## config.mk

```make
export PLATFORM = sky130hd
export DESIGN_NAME = switch_allocator
export DESIGN_NICKNAME = d
export VERILOG_FILES = /design/src/rtl/pa_noc.sv /design/src/rtl/rr_arbiter.sv /design/src/rtl/switch_allocator.sv
export SDC_FILE = /design/constraint.sdc
export NUM_CORES = 1
export LEC_CHECK = 0
export CAP_MARGIN = 30
export CORE_AREA = 2 2 159 161
export DETAILED_ROUTE_END_ITERATION = 8
export DIE_AREA = 0 0 161 163
export PLACE_DENSITY = 0.58
export SETUP_SLACK_MARGIN = 0.2
export SLEW_MARGIN = 30
export SYNTH_ARGS = -nofsm -noshare
export SYNTH_HDL_FRONTEND = slang
export SYNTH_HIERARCHICAL = 1
export SYNTH_SLANG_ARGS = --single-unit
```

## constraint.sdc

```tcl
create_clock -name i_clk -period 6.2 [get_ports i_clk]
set_input_delay 1.24 -clock i_clk [delete_from_list [all_inputs] [get_ports i_clk]]
set_output_delay 1.24 -clock i_clk [all_outputs]
set_load 0.005 [all_outputs]
```

## src/rtl/pa_noc.sv

```systemverilog
// Shared NoC constants: router port count, port indices and the default
// per-port input FIFO depth that sets the downstream credit budget.
package pa_noc;

  localparam int NUM_PORTS  = 5;
  localparam int FIFO_DEPTH = 4;

  typedef enum logic [2:0] {
    LOCAL = 3'd0,
    NORTH = 3'd1,
    SOUTH = 3'd2,
    EAST  = 3'd3,
    WEST  = 3'd4
  } port_e;

endpackage

```

## src/rtl/rr_arbiter.sv

```systemverilog
// Round-robin arbiter for one output: first requester at or after the
// pointer wins; the pointer moves just past the winner on every grant.
module rr_arbiter #(
  parameter int N = 5
) (
  input  logic         i_clk,
  input  logic         i_rst,
  input  logic [N-1:0] req,
  output logic [N-1:0] grant
);

  localparam int PW = (N > 1) ? $clog2(N) : 1;

  logic [PW-1:0] ptr_q;
  logic [PW-1:0] win_idx;
  logic [PW-1:0] idx;
  logic          any_grant;
  int            idx_sum;

  always_comb begin
    grant     = '0;
    any_grant = 1'b0;
    win_idx   = '0;
    idx       = '0;
    idx_sum   = 0;
    for (int k = 0; k < N; k++) begin
      idx_sum = int'(ptr_q) + k;
      if (idx_sum >= N) idx_sum = idx_sum - N;
      idx = PW'(idx_sum);
      if (!any_grant && req[idx]) begin
        grant[idx] = 1'b1;
        any_grant  = 1'b1;
        win_idx    = idx;
      end
    end
  end

  always_ff @(posedge i_clk) begin
    if (i_rst) begin
      ptr_q <= '0;
    end else if (any_grant) begin
      ptr_q <= (win_idx == PW'(N - 1)) ? '0 : win_idx + PW'(1);
    end
  end

endmodule

```

## src/rtl/switch_allocator.sv

```systemverilog
// Router switch allocator: per-output round-robin arbitration gated by
// downstream credits, with credit accounting and sticky error flags.
module switch_allocator #(
  parameter int NUM_PORTS = pa_noc::NUM_PORTS,
  parameter int CREDITS   = pa_noc::FIFO_DEPTH,
  parameter int CNT_W     = $clog2(CREDITS + 1)
) (
  input  logic                                i_clk,
  input  logic                                i_rst,
  input  logic [NUM_PORTS-1:0][NUM_PORTS-1:0] i_req,
  output logic [NUM_PORTS-1:0][NUM_PORTS-1:0] o_grant,
  output logic [NUM_PORTS-1:0]                o_pop,
  input  logic [NUM_PORTS-1:0]                i_creditReturn,
  output logic [NUM_PORTS-1:0][CNT_W-1:0]     o_credit,
  output logic [1:0]                          o_err
);

  import pa_noc::*;

  logic [NUM_PORTS-1:0]                req_ok;
  logic [NUM_PORTS-1:0][NUM_PORTS-1:0] col_req;
  logic [NUM_PORTS-1:0][NUM_PORTS-1:0] grant_w;
  logic [NUM_PORTS-1:0][CNT_W-1:0]     credit_q;
  logic [NUM_PORTS-1:0][CNT_W-1:0]     credit_d;
  logic [1:0]                          err_q;
  logic                                malformed;
  logic                                overflow;

  // A multi-hot request vector is dropped entirely rather than guessed at.
  always_comb begin
    malformed = 1'b0;
    req_ok    = '0;
    for (int i = 0; i < NUM_PORTS; i++) begin
      req_ok[i] = $onehot(i_req[i]);
      if ((i_req[i] != '0) && !req_ok[i]) malformed = 1'b1;
    end
  end

  // Transpose input-major requests into per-output columns, masked by credit and reset.
  always_comb begin
    col_req = '0;
    for (int o = 0; o < NUM_PORTS; o++) begin
      for (int i = 0; i < NUM_PORTS; i++) begin
        col_req[o][i] = !i_rst && req_ok[i] && i_req[i][o] && (credit_q[o] != '0);
      end
    end
  end

  for (genvar o = 0; o < NUM_PORTS; o++) begin : g_arb
    rr_arbiter #(.N(NUM_PORTS)) u_arb (
      .i_clk (i_clk),
      .i_rst (i_rst),
      .req   (col_req[o]),
      .grant (grant_w[o])
    );
  end

  always_comb begin
    o_pop = '0;
    for (int o = 0; o < NUM_PORTS; o++) o_pop = o_pop | grant_w[o];
  end

  // Grant and return in one cycle cancel; a return at full count is an overflow.
  always_comb begin
    overflow = 1'b0;
    credit_d = credit_q;
    for (int o = 0; o < NUM_PORTS; o++) begin
      case ({|grant_w[o], i_creditReturn[o]})
        2'b10: credit_d[o] = credit_q[o] - CNT_W'(1);
        2'b01: begin
          if (credit_q[o] == CNT_W'(CREDITS)) overflow = 1'b1;
          else credit_d[o] = credit_q[o] + CNT_W'(1);
        end
        default: credit_d[o] = credit_q[o];
      endcase
    end
  end

  always_ff @(posedge i_clk) begin
    if (i_rst) begin
      for (int o = 0; o < NUM_PORTS; o++) credit_q[o] <= CNT_W'(CREDITS);
      err_q <= '0;
    end else begin
      credit_q <= credit_d;
      err_q    <= err_q | {malformed, overflow};
    end
  end

  assign o_grant  = grant_w;
  assign o_credit = credit_q;
  assign o_err    = err_q;

endmodule

```

==> run metrics <==
Final HPWL DP=30300 um; Area growth syn-to-layout=60.6%; crit path kind=input port to output port; maximum vdd ir drop=0.488 mV; hold slack=0.557 ns; WP data required=just under 5 ns; worst-path fanout max=4; YS warnings=6; clk sink count=32; GR Util All Layers=0.307; chip height=about 160 um; total core area=around 25000 sq um; HP Class=register to register; row count=between 50 and 60; number of max-cap violations=0; Final nets=1912; WL final=43800 um; root buffer cell=clkbuf_16; detailed-route DRC error count=0; GP Congestion=a little under 1; initial antenna violation count=0; Worst slew margin=0.429; most frequent cells after synthesis=nand2_1 (116), inv_1 (98), nor2_1 (81), a21oi_1 (62), ha_1 (60); Worst EP arrival=~5.5 ns; clock buffer count from CTS=5; vias in the first global route=11968; # hold bufs at CTS=0; H-tree depth=2; Yosys cell types=94; Seq pwr share=0.038; switching part of the total=0.491; post-layout util=0.642; layout cells sized above 1=0.431; LEAKAGE=6.97 nW; Internal Power=5.23 mW; final setup vio count=44; DRT Pass-1 Iters=5; Initial Utilization=0.399; IO Port Bufs=78; RSZ-0062 raised after global routing=yes; top-count cell post-synth=nand2_1; CP Capture Type=output port; first-pass GRT wire length=about 65000 um; post-synth net total=between 1000 and 1500; clock skew=0.0108 ns; Detail Route Antenna Nets=0; vias=13147; Slew @ Worst Pin=approximately 0.83 ns; Area contributors post-synth=ha_1 (7.6%), dfxtp_1 (6.5%), mux2i_1 (5.7%), nand2_1 (4.4%), fa_1 (4.1%); synthesized flop and latch total=32; CTS tree=built; die area=about 26000 sq um; minimum period implied by the final worst setup slack=6.76 ns; Syn Std Cell Area=9860 sq um; Syn Area/Cell=7.26 sq um; failing checks=negative setup slack; Power Density=approximately 650 nW/um^2; FMAX=roughly 0.15 GHz; num ports=between 70 and 80; Sw Pwr=just over 5 mW; Post-synth EDFFs=0; fin worst setup slack=-0.555 ns; Syn Inst Count=approximately 1400; Setup crit start kind=input port; clock slew at reported path FFs=approximately 0.060 ns; clock share of power=0.031; final global-route overflow total=0; top cell type's share of synthesized area=0.0762; clock insertion delay at the later pin of the skew report=0.30 ns; vias per inst=around 6.2; area leader, netlist=ha_1; Layout fillers=about 2100; Die W=161 um; sequential area share after synthesis=0.0650; combinational power share=0.931; Primary FF master, synth=dfxtp_1; max-slew violation count=0; async set or reset register ratio after synthesis=0; final hold viol count=0; final worst-path cycle share=1.09; Antenna Cells=0; Initial DRC Count=~1300; status=complete, but fails checks; Routed WL per cell=roughly 21 um; Max Root-Sink Buffers=2; largest net degree at the start of global routing=31
[worst max-delay path: stages]
cell	delay (ns)
buf_6	0.10
fa_1	0.54
inv_2	0.05
fa_2	0.35
inv_2	0.07
ha_4	0.20
nor4_4	0.34
buf_4	0.17
and3_4	0.20
or4b_4	0.48
o221ai_4	0.12
a221oi_4	0.13
a211oi_4	0.36
or3_4	0.20
buf_6	0.11
o32ai_2	0.07
or3_4	0.36
buf_6	0.14
nor2_2	0.09
nand2_1	0.06
buf_2	0.13
[state kept, by name, indices dropped and copies added, names as in the netlist]
signal,flops
o_credit,15
o_err,2
g_arb.u_arb/ptr_q,15
[final cells by class]
type,instances,area [sq um],area share
inverter,98,373,0.0236
clock buffer,6,129,0.00814
clock inverter,2,35.0,0.00221
sequential,32,641,0.0405
multi-input combinational,1136,9600,0.606
tap,330,413,0.0261
timing repair buffer,527,4640,0.293
[per-layer routing]
| layer | GRT usage | share of wire |
|---|---|---|
| met4 | 0.128 | 0.048 |
| met2 | 0.492 | 0.45 |
| met5 | 0 | 0 |
| met1 | 0.413 | 0.42 |
| met3 | 0.0456 | 0.078 |
[cells in the final DEF, fill, tap and decap left out, drive strengths merged, types with 20 or more instances in the layout]
| cell type | synthesis | routed |
|---|---|---|
| o21ai | 48 | 48 |
| a21boi | 20 | 20 |
| fa | 20 | 20 |
| inv | 98 | 98 |
| buf | 53 | 490 |
| mux2i | 56 | 56 |
| and3 | 44 | 44 |
| nand2b | 35 | 35 |
| xnor2 | 32 | 32 |
| nor2 | 82 | 82 |
| clkdlybuf4s50 | 0 | 32 |
| a21o | 29 | 29 |
| nand3 | 55 | 55 |
| o221ai | 20 | 20 |
| ha | 60 | 60 |
| nand2 | 116 | 116 |
| a21oi | 67 | 67 |
| or3 | 38 | 38 |
| nor3 | 57 | 57 |
| dfxtp | 32 | 32 |
[metrics by stage]
step	setup TNS [ns]	power (mW)	area, sq um	setup slack [ns]	instances
5_1_grt	-19.46	10.9	15800	-0.697	2131
4_1_cts	-7.66	9.02	14900	-0.484	2096
6_report	-12.98	10.3	15800	-0.555	2131
3_5_place_dp	-50.13	7.34	12700	-1.39	1927
2_1_floorplan	-0.708	4.83	10100	-0.157	1358
3_3_place_gp	-50.42	7.31	12700	-1.38	1927
[worst paths after layout]
kind	from	to	slack, ns	depth (start not counted)
worst max-delay path	i_req[20]	o_pop[3]	-0.56	21
worst min-delay path	o_err[1]$_SDFF_PP0_	o_err[1]$_SDFF_PP0_	0.56	2
worst max register to register	g_arb[1].u_arb/ptr_q[2]$_SDFFE_PP0P_	o_credit[5]$_SDFFE_PP1P_	0.61	21
worst min register to register	o_err[1]$_SDFF_PP0_	o_err[1]$_SDFF_PP0_	0.56	2
[cells by family (layout without fill, tap and decap cells)]
group	after synthesis	after routing	synth area share
and+or+nand+nor	538	538	0.295
AOI/OAI and AO/OA	410	410	0.318
adders and majority gates	80	80	0.117
xor gates and xnor gates	36	36	0.0320
DFF	32	32	0.0650
muxes	72	72	0.0816
buffers and inverters	190	633	0.0912
[power by group through the flow]
| stage | clock network (mW) | registers, mW | logic [mW] |
|---|---|---|---|
| after floorplan | 0 | 0.359 | 4.47 |
| after global placement | 0 | 0.389 | 6.92 |
| after detailed placement | 0 | 0.388 | 6.95 |
| after CTS | 0.321 | 0.385 | 8.31 |
| after global routing | 0.324 | 0.402 | 10.1 |
| final | 0.316 | 0.390 | 9.58 |
[repair_timing]
item / CTS / global route
setup buffers: 161 / 35
cloned: 0 / 0
pin swaps: 144 / 113
gates resized for setup: 424 / 164
endpoints found under the setup margin: 50 / 54
(Power assumes the default switching activity.)
